===== src/rtl/display_timings_gen.sv =====
// display_timings_gen: free-running raster timing generator for the DVI path.
// Produces pixel coordinates, sync pulses, display enable and line/frame
// strobes, all registered and describing the same pixel in the same cycle.
// Optional: define DISPLAY_TIMINGS_FRAME_COUNT_EN to add the o_frame_count port.
module display_timings_gen #(
  parameter int CORDW  = 16,
  parameter int H_RES  = 640,
  parameter int H_FP   = 16,
  parameter int H_SYNC = 96,
  parameter int H_BP   = 48,
  parameter int V_RES  = 480,
  parameter int V_FP   = 10,
  parameter int V_SYNC = 2,
  parameter int V_BP   = 33,
  parameter bit H_POL  = 1'b0,
  parameter bit V_POL  = 1'b0
) (
  input  logic             i_pix_clk,
  input  logic             i_rst_n,
  output logic [CORDW-1:0] o_sx,
  output logic [CORDW-1:0] o_sy,
  output logic             o_hs,
  output logic             o_vs,
  output logic             o_de,
  output logic [1:0]       o_ctrl,
  output logic             o_line,
`ifdef DISPLAY_TIMINGS_FRAME_COUNT_EN
  output logic             o_frame,
  output logic [CORDW-1:0] o_frame_count
`else
  output logic             o_frame
`endif
);

  localparam int H_TOTAL = H_RES + H_FP + H_SYNC + H_BP;
  localparam int V_TOTAL = V_RES + V_FP + V_SYNC + V_BP;

  localparam logic [CORDW-1:0] H_LAST = CORDW'(H_TOTAL - 1);
  localparam logic [CORDW-1:0] V_LAST = CORDW'(V_TOTAL - 1);
  localparam logic [CORDW-1:0] H_ACT  = CORDW'(H_RES);
  localparam logic [CORDW-1:0] V_ACT  = CORDW'(V_RES);
  localparam logic [CORDW-1:0] HS_BEG = CORDW'(H_RES + H_FP);
  localparam logic [CORDW-1:0] HS_END = CORDW'(H_RES + H_FP + H_SYNC);
  localparam logic [CORDW-1:0] VS_BEG = CORDW'(V_RES + V_FP);
  localparam logic [CORDW-1:0] VS_END = CORDW'(V_RES + V_FP + V_SYNC);

  logic [CORDW-1:0] sx_nxt, sy_nxt;
  logic             de_nxt, hs_nxt, vs_nxt, line_nxt, frame_nxt;

  // Next position and its flags; decoding the next position (rather than the
  // current one) keeps every registered flag aligned with its coordinates.
  always_comb begin
    sx_nxt = o_sx + 1'b1;
    sy_nxt = o_sy;
    if (o_sx == H_LAST) begin
      sx_nxt = '0;
      if (o_sy == V_LAST) sy_nxt = '0;
      else                sy_nxt = o_sy + 1'b1;
    end
    de_nxt    = (sx_nxt < H_ACT) && (sy_nxt < V_ACT);
    hs_nxt    = ((sx_nxt >= HS_BEG) && (sx_nxt < HS_END)) ? H_POL : ~H_POL;
    vs_nxt    = ((sy_nxt >= VS_BEG) && (sy_nxt < VS_END)) ? V_POL : ~V_POL;
    line_nxt  = (sx_nxt == '0);
    frame_nxt = (sx_nxt == '0) && (sy_nxt == '0);
  end

  // Output registers; reset parks on the last back-porch pixel so the first
  // edge after release lands on (0,0).
  always_ff @(posedge i_pix_clk) begin
    if (!i_rst_n) begin
      o_sx    <= H_LAST;
      o_sy    <= V_LAST;
      o_de    <= 1'b0;
      o_hs    <= ~H_POL;
      o_vs    <= ~V_POL;
      o_ctrl  <= {~V_POL, ~H_POL};
      o_line  <= 1'b0;
      o_frame <= 1'b0;
    end else begin
      o_sx    <= sx_nxt;
      o_sy    <= sy_nxt;
      o_de    <= de_nxt;
      o_hs    <= hs_nxt;
      o_vs    <= vs_nxt;
      o_ctrl  <= {vs_nxt, hs_nxt};
      o_line  <= line_nxt;
      o_frame <= frame_nxt;
    end
  end

`ifdef DISPLAY_TIMINGS_FRAME_COUNT_EN
  logic first_seen;

  // Frame counter; the first frame after reset is frame 0, later strobes count up.
  always_ff @(posedge i_pix_clk) begin
    if (!i_rst_n) begin
      o_frame_count <= '0;
      first_seen    <= 1'b0;
    end else if (frame_nxt) begin
      if (first_seen) o_frame_count <= o_frame_count + 1'b1;
      first_seen <= 1'b1;
    end
  end
`endif

endmodule


===== config.mk =====
export PLATFORM = sky130hd
export DESIGN_NAME = display_timings_gen
export DESIGN_NICKNAME = d
export VERILOG_FILES = /design/src/rtl/display_timings_gen.sv
export SDC_FILE = /design/constraint.sdc
export NUM_CORES = 1
export LEC_CHECK = 0
export BUFFER_PORTS_ARGS = -buffer_cell sky130_fd_sc_hd__buf_4
export CAP_MARGIN = 5
export CORE_MARGIN = 4
export CORE_UTILIZATION = 43
export CTS_CLUSTER_DIAMETER = 60
export DETAILED_ROUTE_END_ITERATION = 6
export PLACE_DENSITY_LB_ADDON = 0.12
export SLEW_MARGIN = 20
export SYNTH_ARGS = -nofsm -noshare
export SYNTH_HDL_FRONTEND = slang
export SYNTH_SLANG_ARGS = --single-unit

===== constraint.sdc =====
create_clock -name i_pix_clk -period 2.75 [get_ports i_pix_clk]
set_clock_uncertainty 0.05 [all_clocks]
set_input_delay 0.1375 -clock i_pix_clk [delete_from_list [all_inputs] [get_ports i_pix_clk]]
set_output_delay 0.1375 -clock i_pix_clk [all_outputs]
set_load 0.005 [all_outputs]

# [Word level (Yosys, flattened, before mapping)]
# Cells that the tools add are included.
[totals] out_inout_bits=39 register_bits=39
[op_classes] order_cmp=6 add_sub_neg=2 reduce_logical=6 n_eq_ne=2 n_mux=5
[op_table] cell="2-to-1 mux 16 bit" count=3
[op_table] cell="adder 16 x 1 -> 16 bit (second input constant)" count=2
[op_table] cell="== test 16 x 10 -> 1 bit (second input constant)" count=2
[op_table] cell="logical NOT 16 bit" count=2
[op_table] cell="less-than comparator 16 x 10 -> 1 bit (second input constant)" count=2
[op_table] cell="less-than comparator 16 x 9 -> 1 bit (second input constant)" count=2
[op_table] cell=">= comparator 16 x 10 -> 1 bit (second input constant)" count=1
[op_table] cell=">= comparator 16 x 9 -> 1 bit (second input constant)" count=1
[op_table] cell="logical AND 1 bit" count=4
[op_table] cell="2-to-1 mux 1 bit" count=2

# [Depth between registers and ports, before layout]
# Gate-level depths: netlist of run 1.
[logic_depth] depth_word=6 ltp_mapped=9 ltp_nobuf=8

# [Worst setup path before layout of run 1]
# OpenSTA, ideal clock, no wires.
[synth_timing] kind="reg-to-reg" startpoint="register o_sx[0]" endpoint="register o_frame" setup_ps=88 required_ps=2612 n_path_buf=1 path_stages_with_launch=9 synth_period_minus_slack_ps=2423 slack_ps=327 arrival_ps=2285 path_cell_list="dfxtp_1 ha_1 and4_1 buf_4 nand4_4 or4b_4 o31ai_4 nand3_2 nor4_2"
[synth_via] elab_chain_len=4 word_cells_on_any_way=7
[synth_rtl] item="from (decl)" line="20" source="output logic [CORDW-1:0] o_sx,"
[synth_rtl] item="from (signal assigned)" line="80" source="o_sx <= sx_nxt;"
[synth_rtl] item="adder 16 x 1 -> 16 bit / == test 16 x 10 -> 1 bit (equally long branches)" line="53, 55"
[synth_rtl] item="2-to-1 mux 16 bit" line="55" source="if (o_sx == H_LAST) begin"
[synth_rtl] item="logical NOT 16 bit" line="64" source="frame_nxt = (sx_nxt == '0) && (sy_nxt == '0);"
[synth_rtl] item="logical AND 1 bit *" line="64"
[synth_rtl] item="to (signal assigned)" line="87" source="o_frame <= frame_nxt;"
[synth_rtl] item="to (decl)" line="31" source="output logic o_frame"
# Every way passes the cells marked *; elsewhere a longest branch is shown, timed or not.
# A chain may end at the register's enable or synchronous reset.

# [Worst setup path after layout of run 1]
[layout_timing] startpoint="register o_sx[1]" endpoint="register o_frame"
# Same word-level chain as after synthesis.

==> impl_metrics.tcl, run 1 <==
set metrics [dict create \
    avgViaCountPerCell 5.48 \
    fill_cells 453 \
    fmax_mhz 389 \
    rows 25 \
    mostFrequentLayoutCells "buf_4, dfxtp_1, nand2_1, xor2_1, xnor2_1" \
    finalPower_mw 2.20 \
    fin_util 0.551 \
    critical_path_class "register to register" \
    ff_latch_area_sq_um 741 \
    post_cts_buffers 0 \
    drcViolationCount 0 \
    clkLatencyLatePin_ns 0.30 \
    grt-ovfl-total 0 \
    drt_first_pass_iters 4 \
    nets 292 \
    stdcell_count 355 \
    crit_arrival_ns 2.74 \
    crit_buf_inv 0 \
    worst-path-max-fanout 7 \
    slew_headroom 0.695 \
    synth_area_sq_mm 0.00215 \
    min_path_type "input port to register" \
    async_flop_share 0 \
    diodes 0 \
    wirelength_microns 5320 \
    antenna_left 0 \
    cts_inserted_buffers 5 \
    antenna_found_initial 0 \
    dp_cells 347 \
    finalSetupTns_ns 0 \
    io_pins 41 \
    power_density_mw_per_mm2 836 \
    io_buffers 40 \
    ys_seq_area_frac 0.345 \
    vias 1944 \
    fin_ws_ns 0.177 \
    cpLargestDelayFamily "simple AND/OR/NAND/NOR gates" \
    power.leakage_nw 1.02 \
    areaGrowthSynthToFinish_pct 22.7 \
    cts_num_sinks 37 \
    yosysUniqueCellTypes 56 \
    setup_violations 0 \
    synth_nets 254 \
    die-area_sq_mm 0.00619 \
    grt_pass1_vias 1851 \
    ctsHtreeMaxLevel 2 \
    cp-end-kind "register" \
    critPathRequiredTime_ns 2.92 \
    min_period_ns 2.57 \
    die-width_microns 78.7 \
    syn_avg_cell_area_sq_um 8.63 \
    multi_input_area_sq_mm 0.00131 \
    drtIter0Drc 120 \
    grt_pass1_wl_microns 8910 \
    gp_congestion 0.878 \
    drive_above_1_share 0.240 \
    crit_chain "ha_1 > and4_1 > nand4_4 > or4b_4 > o31ai_4 > nand3_2 > nor4_2" \
    synth-edff-count 0 \
    gr-usage-all-layers 0.181 \
    post-place-ws_ns 0.192 \
    syn_inst 249 \
    ir_drop_mv 0.434 \
    fin_crit_sh 0.936 \
    initial_core_util 0.449 \
    maxCapViolations 0 \
    die_h_microns 78.7 \
    wl_per_cell_microns 15.0 \
    root_buffer "clkbuf_8" \
    grt_max_degree 32 \
    clk_pin_slew_ns 0.08 \
    placeableCoreArea_sq_mm 0.00479 \
    status "finished clean" \
    rsz0062_at_grt "no" \
    max_stage_delay_ns 0.62 \
    clk_path_buf_depth 2 \
    layout_commonest_cell "buf_4" \
    dp_hpwl_microns 3810 \
    cts_tree "done" \
    yosysWarnings 0 \
    cp-start-kind "register" \
    ys_ff_latch 37 \
    hold_viol 0 \
    synth_ff_type "dfxtp_1" \
    drv_slew 0 \
    worst_pin_slew_ns 0.456 \
    cp_slowest_cell "or4b_4" \
]
-- where the power goes --
group | switching (mW) | internal, mW
sequential | 0.106 | 0.621
clock | 0.207 | 0.295
combinational | 0.540 | 0.435
total | 0.853 | 1.35
-- cell type report --
class,count,share of cell area
clock inverters,2,0.0142
multi-input cells,190,0.496
inverters,4,0.00570
flip-flops and latches,37,0.281
clock buffers,6,0.0313
well taps,67,0.0318
repair buffers,49,0.140
-- worst register-to-register path: stages, from the launching register on --
cell and delay (ns):
dfxtp_1 0.39, ha_1 0.19, and4_1 0.39, nand4_4 0.19, or4b_4 0.63, o31ai_4 0.25, nand3_2 0.14, nor4_2 0.27
-- state kept, by name (all words and copies together), names as in the netlist --
name     cells
o_de         1
o_line       1
o_frame      1
o_ctrl       1
o_sy        16
o_sx        16
o_vs         1
-- worst paths after layout --
kind,end,cells past startpoint,slack [ns],start
worst max register to register,o_frame$_SDFF_PN0_,7,0.18,o_sx[1]$_SDFF_PN1_
worst min-delay path,o_sx[4]$_SDFF_PN1_,2,0.10,i_rst_n
worst max-delay path,o_frame$_SDFF_PN0_,7,0.18,o_sx[1]$_SDFF_PN1_
worst min register to register,o_sx[14]$_SDFF_PN0_,2,0.53,o_sx[14]$_SDFF_PN0_
-- layer usage --
| metal | GRT usage | part of all wire |
|---|---|---|
| met2 | 0.292 | 0.47 |
| met5 | 0 | 0 |
| met4 | 0.0769 | 0.018 |
| met3 | 0.0378 | 0.054 |
| met1 | 0.233 | 0.45 |
-- metrics by stage --
stage / cell area (sq um) / hold slack (ns)
floorplan: 2150 / 0.174
global route: 2640 / 0.125
finish: 2640 / 0.105
detailed placement: 2510 / 0.417
CTS: 2630 / 0.105
global placement: 2510 / 0.418
-- synthesized netlist by cell type, drive strengths merged (3+ instances only) --
library cell / count / area share
nor2: 10 / 0.017
inv: 4 / 0.0070
and3: 5 / 0.015
ha: 3 / 0.017
a21oi: 7 / 0.016
nand4: 12 / 0.042
o2111ai: 4 / 0.016
nor4: 4 / 0.022
xnor2: 13 / 0.053
buf: 8 / 0.023
nor4b: 5 / 0.023
nor3: 13 / 0.033
nand2: 20 / 0.035
and2: 11 / 0.032
dfxtp: 37 / 0.34
nand3: 13 / 0.033
o21ai: 11 / 0.026
nor2b: 7 / 0.020
or3: 6 / 0.017
and4: 5 / 0.020
clkbuf: 10 / 0.017
xor2: 13 / 0.053
-- cells by family (layout without fill, tap and decap cells) --
group,after synthesis,count (layout),synth area share
AOI/OAI and AO/OA,40,40,0.131
xor gates and xnor gates,26,26,0.106
adders and majority gates,3,3,0.0175
buffers and inverters,22,61,0.0472
DFF,37,37,0.345
muxes,1,1,0.00466
and+or+nand+nor,120,120,0.349
-- what timing repair did --
item | 4_1_cts | 5_1_grt
hold buffers | 0 | 0
gates resized for setup | 0 | 1
endpoints found under the setup margin | 0 | 2
No activity file was read; power rests on OpenSTA's default activity.
==> run 2: changes to the inputs <==
- CORE_MARGIN: 4 -> default
- MAX_ROUTING_LAYER: default -> met4
==> impl_metrics.tcl, run 2 (synthesized netlist as in run 1, its figures left out) <==
set metrics [dict create \
    drive_above_1_share 0.236 \
    cp-start-kind "register" \
    die_h_microns 72.7 \
    power.leakage_nw 1.01 \
    drtIter0Drc 74 \
    critical_path_class "register to register" \
    fill_cells 483 \
    gp_congestion 0.857 \
    cts_num_sinks 37 \
    finalPower_mw 2.05 \
    wl_per_cell_microns 14.0 \
    ctsHtreeMaxLevel 2 \
    nets 294 \
    crit_arrival_ns 2.63 \
    min_period_ns 2.48 \
    cts_inserted_buffers 5 \
    design_area_sq_mm 0.00260 \
    io_buffers 40 \
    status "finished clean" \
    min_path_type "input port to register" \
    finalSetupTns_ns 0 \
    drcViolationCount 0 \
    highest_layer "met4" \
    power_density_mw_per_mm2 788 \
    multi_input_area_sq_mm 0.00131 \
    clkLatencyLatePin_ns 0.28 \
    rows 25 \
    cts_tree "done" \
    maxCapViolations 0 \
    placeableCoreArea_sq_mm 0.00475 \
    grt_pass1_vias 1806 \
    io_pins 41 \
    min_path_cells 2 \
    die-area_sq_mm 0.00528 \
    grt-ovfl-total 0 \
    mostFrequentLayoutCells "buf_4, dfxtp_1, nand2_1, xor2_1, xnor2_1" \
    fin_util 0.547 \
    cts_hold_buf 0 \
    fin_ws_ns 0.269 \
    wl_met2_microns 2320 \
    post-place-ws_ns 0.269 \
    drt_first_pass_iters 4 \
    worst-path-max-fanout 7 \
    fmax_mhz 403 \
    worst_pin_slew_ns 0.482 \
    place_area_sq_mm 0.00253 \
    r2r_cells 7 \
    drv_slew 0 \
    setup_violations 0 \
    gr-usage-all-layers 0.214 \
    max_stage_delay_ns 0.63 \
    dp_hpwl_microns 3620 \
    ir_drop_mv 0.420 \
    rsz0062_at_grt "no" \
    cp-end-kind "register" \
    layout_commonest_cell "buf_4" \
    wirelength_microns 4980 \
    grt_max_degree 32 \
    antenna_left 0 \
    cts_resized 0 \
    areaGrowthSynthToFinish_pct 21.1 \
    die-width_microns 72.7 \
    initial_core_util 0.452 \
    vias 1981 \
    critPathRequiredTime_ns 2.90 \
    ff_latch_area_sq_um 741 \
    root_buffer "clkbuf_8" \
    crit_chain "ha_1 > and4_1 > nand4_4 > or4b_4 > o31ai_4 > nand3_2 > nor4_2" \
    clk_pin_slew_ns 0.07 \
    wl_met1_microns 2410 \
    slew_headroom 0.676 \
    wl_met3_microns 179 \
    cp_slowest_cell "or4b_4" \
    post_cts_buffers 0 \
    reg.largest.list "o_sx (16), o_sy (16)" \
    hold_viol 0 \
    fin_crit_sh 0.902 \
    antenna_found_initial 0 \
    clk_path_buf_depth 2 \
    diodes 0 \
    avgViaCountPerCell 5.58 \
    grt_pass1_wl_microns 8590 \
]
## run 2: worst max-delay path, delay by kind of cell, from the launching register on
family | cells | cell delay, ns
and+or+nand+nor | 5 | 1.60
DFF | 1 | 0.34
AOI/OAI and AO/OA | 1 | 0.25
adders and majority gates | 1 | 0.16
## run 2: per-stage QoR
| stage | hold WS [ns] | instances |
|---|---|---|
| finish | 0.123 | 355 |
| global route | 0.140 | 355 |
| CTS | 0.122 | 355 |
| global placement | 0.413 | 349 |
| detailed placement | 0.415 | 349 |
| floorplan | 0.174 | 249 |
## run 2: routing by layer
layer	vias to the layer above	track usage
li1	988	-
met1	941	0.285
met2	45	0.321
met3	7	0.0428
met4	0	0.0763
met5	-	-
## run 2: path summary, 6_finish.rpt
check                                   startpoint                  to  slack, ns
worst max-delay path            o_sx[0]$_SDFF_PN1_  o_frame$_SDFF_PN0_       0.27
worst min-delay path                       i_rst_n  o_sx[2]$_SDFF_PN1_       0.12
worst max register to register  o_sx[0]$_SDFF_PN1_  o_frame$_SDFF_PN0_       0.27
worst min register to register  o_sx[1]$_SDFF_PN1_  o_sx[1]$_SDFF_PN1_       0.51
## run 2: final cells by class
type | instances | area share
multi-input combinational | 190 | 0.502
clock buffer | 5 | 0.0264
timing repair buffer | 51 | 0.147
sequential | 37 | 0.285
clock inverter | 1 | 0.00192
inverter | 4 | 0.00577
tap | 67 | 0.0322
## run 2: where the power goes
part | switching (mW) | leakage [nW] | internal, mW | total (mW)
Combinational | 0.528 | 0.671 | 0.441 | 0.969
Clock | 0.185 | 0.0399 | 0.167 | 0.351
Sequential | 0.108 | 0.301 | 0.621 | 0.729
Total | 0.821 | 1.01 | 1.23 | 2.05
==> run 3: changes to the inputs <==
- BUFFER_PORTS_ARGS: -buffer_cell sky130_fd_sc_hd__buf_4 -> -buffer_cell sky130_fd_sc_hd__buf_2
==> impl_metrics.tcl, run 3 (synthesized netlist as in run 1, its figures left out) <==
set metrics [dict create \
    status "finished clean" \
    drv_slew 0 \
    fmax_mhz 394 \
    worst_pin_slew_ns 0.530 \
    io_pins 41 \
    cts_tree "done" \
    drtIter0Drc 92 \
    layout_commonest_cell "buf_2" \
    nets 291 \
    clkLatencyLatePin_ns 0.29 \
    hold_viol 0 \
    min_path_type "input port to register" \
    grt-ovfl-total 0 \
    cts_num_sinks 37 \
    avgViaCountPerCell 5.60 \
    grt_pass1_vias 1833 \
    dp_cells 346 \
    diodes 0 \
    grt_max_degree 32 \
    critical_path_class "register to register" \
    setup_violations 0 \
    initial_core_util 0.452 \
    drcViolationCount 0 \
    grt_pass1_wl_microns 8910 \
    slew_headroom 0.647 \
    die-width_microns 72.7 \
    mostFrequentLayoutCells "buf_2, dfxtp_1, nand2_1, xor2_1, xnor2_1" \
    antenna_found_initial 0 \
    drive_above_1_share 0.237 \
    drt_first_pass_iters 4 \
    gr-usage-all-layers 0.220 \
    post_cts_buffers 0 \
    hold_ws_ns 0.220 \
    crit_arrival_ns 2.69 \
    die_h_microns 72.7 \
    power_frac_seq 0.345 \
    clk_pin_slew_ns 0.08 \
    fin_util 0.531 \
    fin_crit_sh 0.924 \
    clkPwrFrac 0.232 \
    power.switching_uw 811 \
    ir_drop_mv 0.456 \
    root_buffer "clkbuf_8" \
    wirelength_microns 5180 \
    vias 1983 \
    comb_power_share 0.423 \
    worst-path-max-fanout 7 \
    maxCapViolations 0 \
    rows 25 \
    die-area_sq_mm 0.00528 \
    power_density_mw_per_mm2 835 \
    cp-start-kind "register" \
    critPathRequiredTime_ns 2.90 \
    reg.largest.list "o_sx (16), o_sy (16)" \
    cts_inserted_buffers 5 \
    dp_hpwl_microns 3690 \
    finalSetupTns_ns 0 \
    gp_congestion 0.923 \
    power.leakage_nw 0.995 \
    antenna_left 0 \
    ctsHtreeMaxLevel 2 \
    cts_hold_buf 0 \
    clk_path_buf_depth 2 \
    areaGrowthSynthToFinish_pct 17.5 \
    min_period_ns 2.54 \
    placeableCoreArea_sq_mm 0.00475 \
    rsz0062_at_grt "no" \
    wl_per_cell_microns 14.6 \
    io_buffers 40 \
    switching_share 0.385 \
    stdcell_count 354 \
    p_int_mw 1.30 \
    cp-end-kind "register" \
]
run 3: changes by cell type in the layout (fill, tap and decap cells not counted):
cell       before  now
buf_2           0   40
and4_2          0    2
bufinv_16       0    1
clkbuf_1        0    1
clkinv_2        1    0
buf_4          51    8
and4_1          5    3
clkbuf_8        5    6
run 3: path summary, 6_finish.rpt:
check	cells past startpoint	slack, ns	startpoint	end
max	7	0.21	o_sx[0]$_SDFF_PN1_	o_frame$_SDFF_PN0_
min	2	0.22	i_rst_n	o_sx[4]$_SDFF_PN1_
max reg2reg	7	0.21	o_sx[0]$_SDFF_PN1_	o_frame$_SDFF_PN0_
min reg2reg	1	0.51	o_sx[0]$_SDFF_PN1_	o_sx[0]$_SDFF_PN1_
run 3: what timing repair did:
item,4_1_cts,5_1_grt
hold endpoints to repair,0,0
setup endpoints to repair,0,1
resized for setup,0,2
run 3: per-stage QoR:
| stage | setup slack (ns) | power (mW) | cell area (sq um) |
|---|---|---|---|
| CTS | 0.142 | 2.12 | 2520 |
| detailed placement | 0.173 | 1.62 | 2410 |
| global placement | 0.231 | 1.62 | 2410 |
| global route | 0.0508 | 2.28 | 2520 |
| finish | 0.210 | 2.11 | 2520 |
| floorplan | 0.327 | 1.35 | 2150 |
run 3: layout make-up:
class,instances,area [sq um]
clock buffer,7,86.3
multi-input combinational,190,1310
clock inverter,1,30.0
timing repair buffer,48,260
inverter,4,15.0
sequential,37,741
tap,67,83.8
fill,504,2230
run 3: critical path, cell delays in order (launching register included):
cell and delay (ns):
dfxtp_1 0.41, ha_1 0.19, and4_2 0.34, nand4_4 0.17, or4b_4 0.63, o31ai_4 0.24, nand3_2 0.14, nor4_2 0.27
run 3: layer usage:
| metal | track usage | part of all wire | up-vias |
|---|---|---|---|
| met3 | 0.0414 | 0.056 | 7 |
| met2 | 0.346 | 0.46 | 64 |
| met1 | 0.292 | 0.47 | 935 |
| met4 | 0.0566 | 0.0097 | 0 |
| met5 | - | 0 | - |
| li1 | - | - | 977 |
run 3: power groups by stage:
stage	Sequential (mW)	Combinational (mW)	Clock [mW]
after floorplan	0.721	0.630	0
after global placement	0.739	0.879	0
after detailed placement	0.737	0.882	0
after CTS	0.725	0.889	0.502
after global routing	0.744	1.01	0.528
final	0.727	0.892	0.490
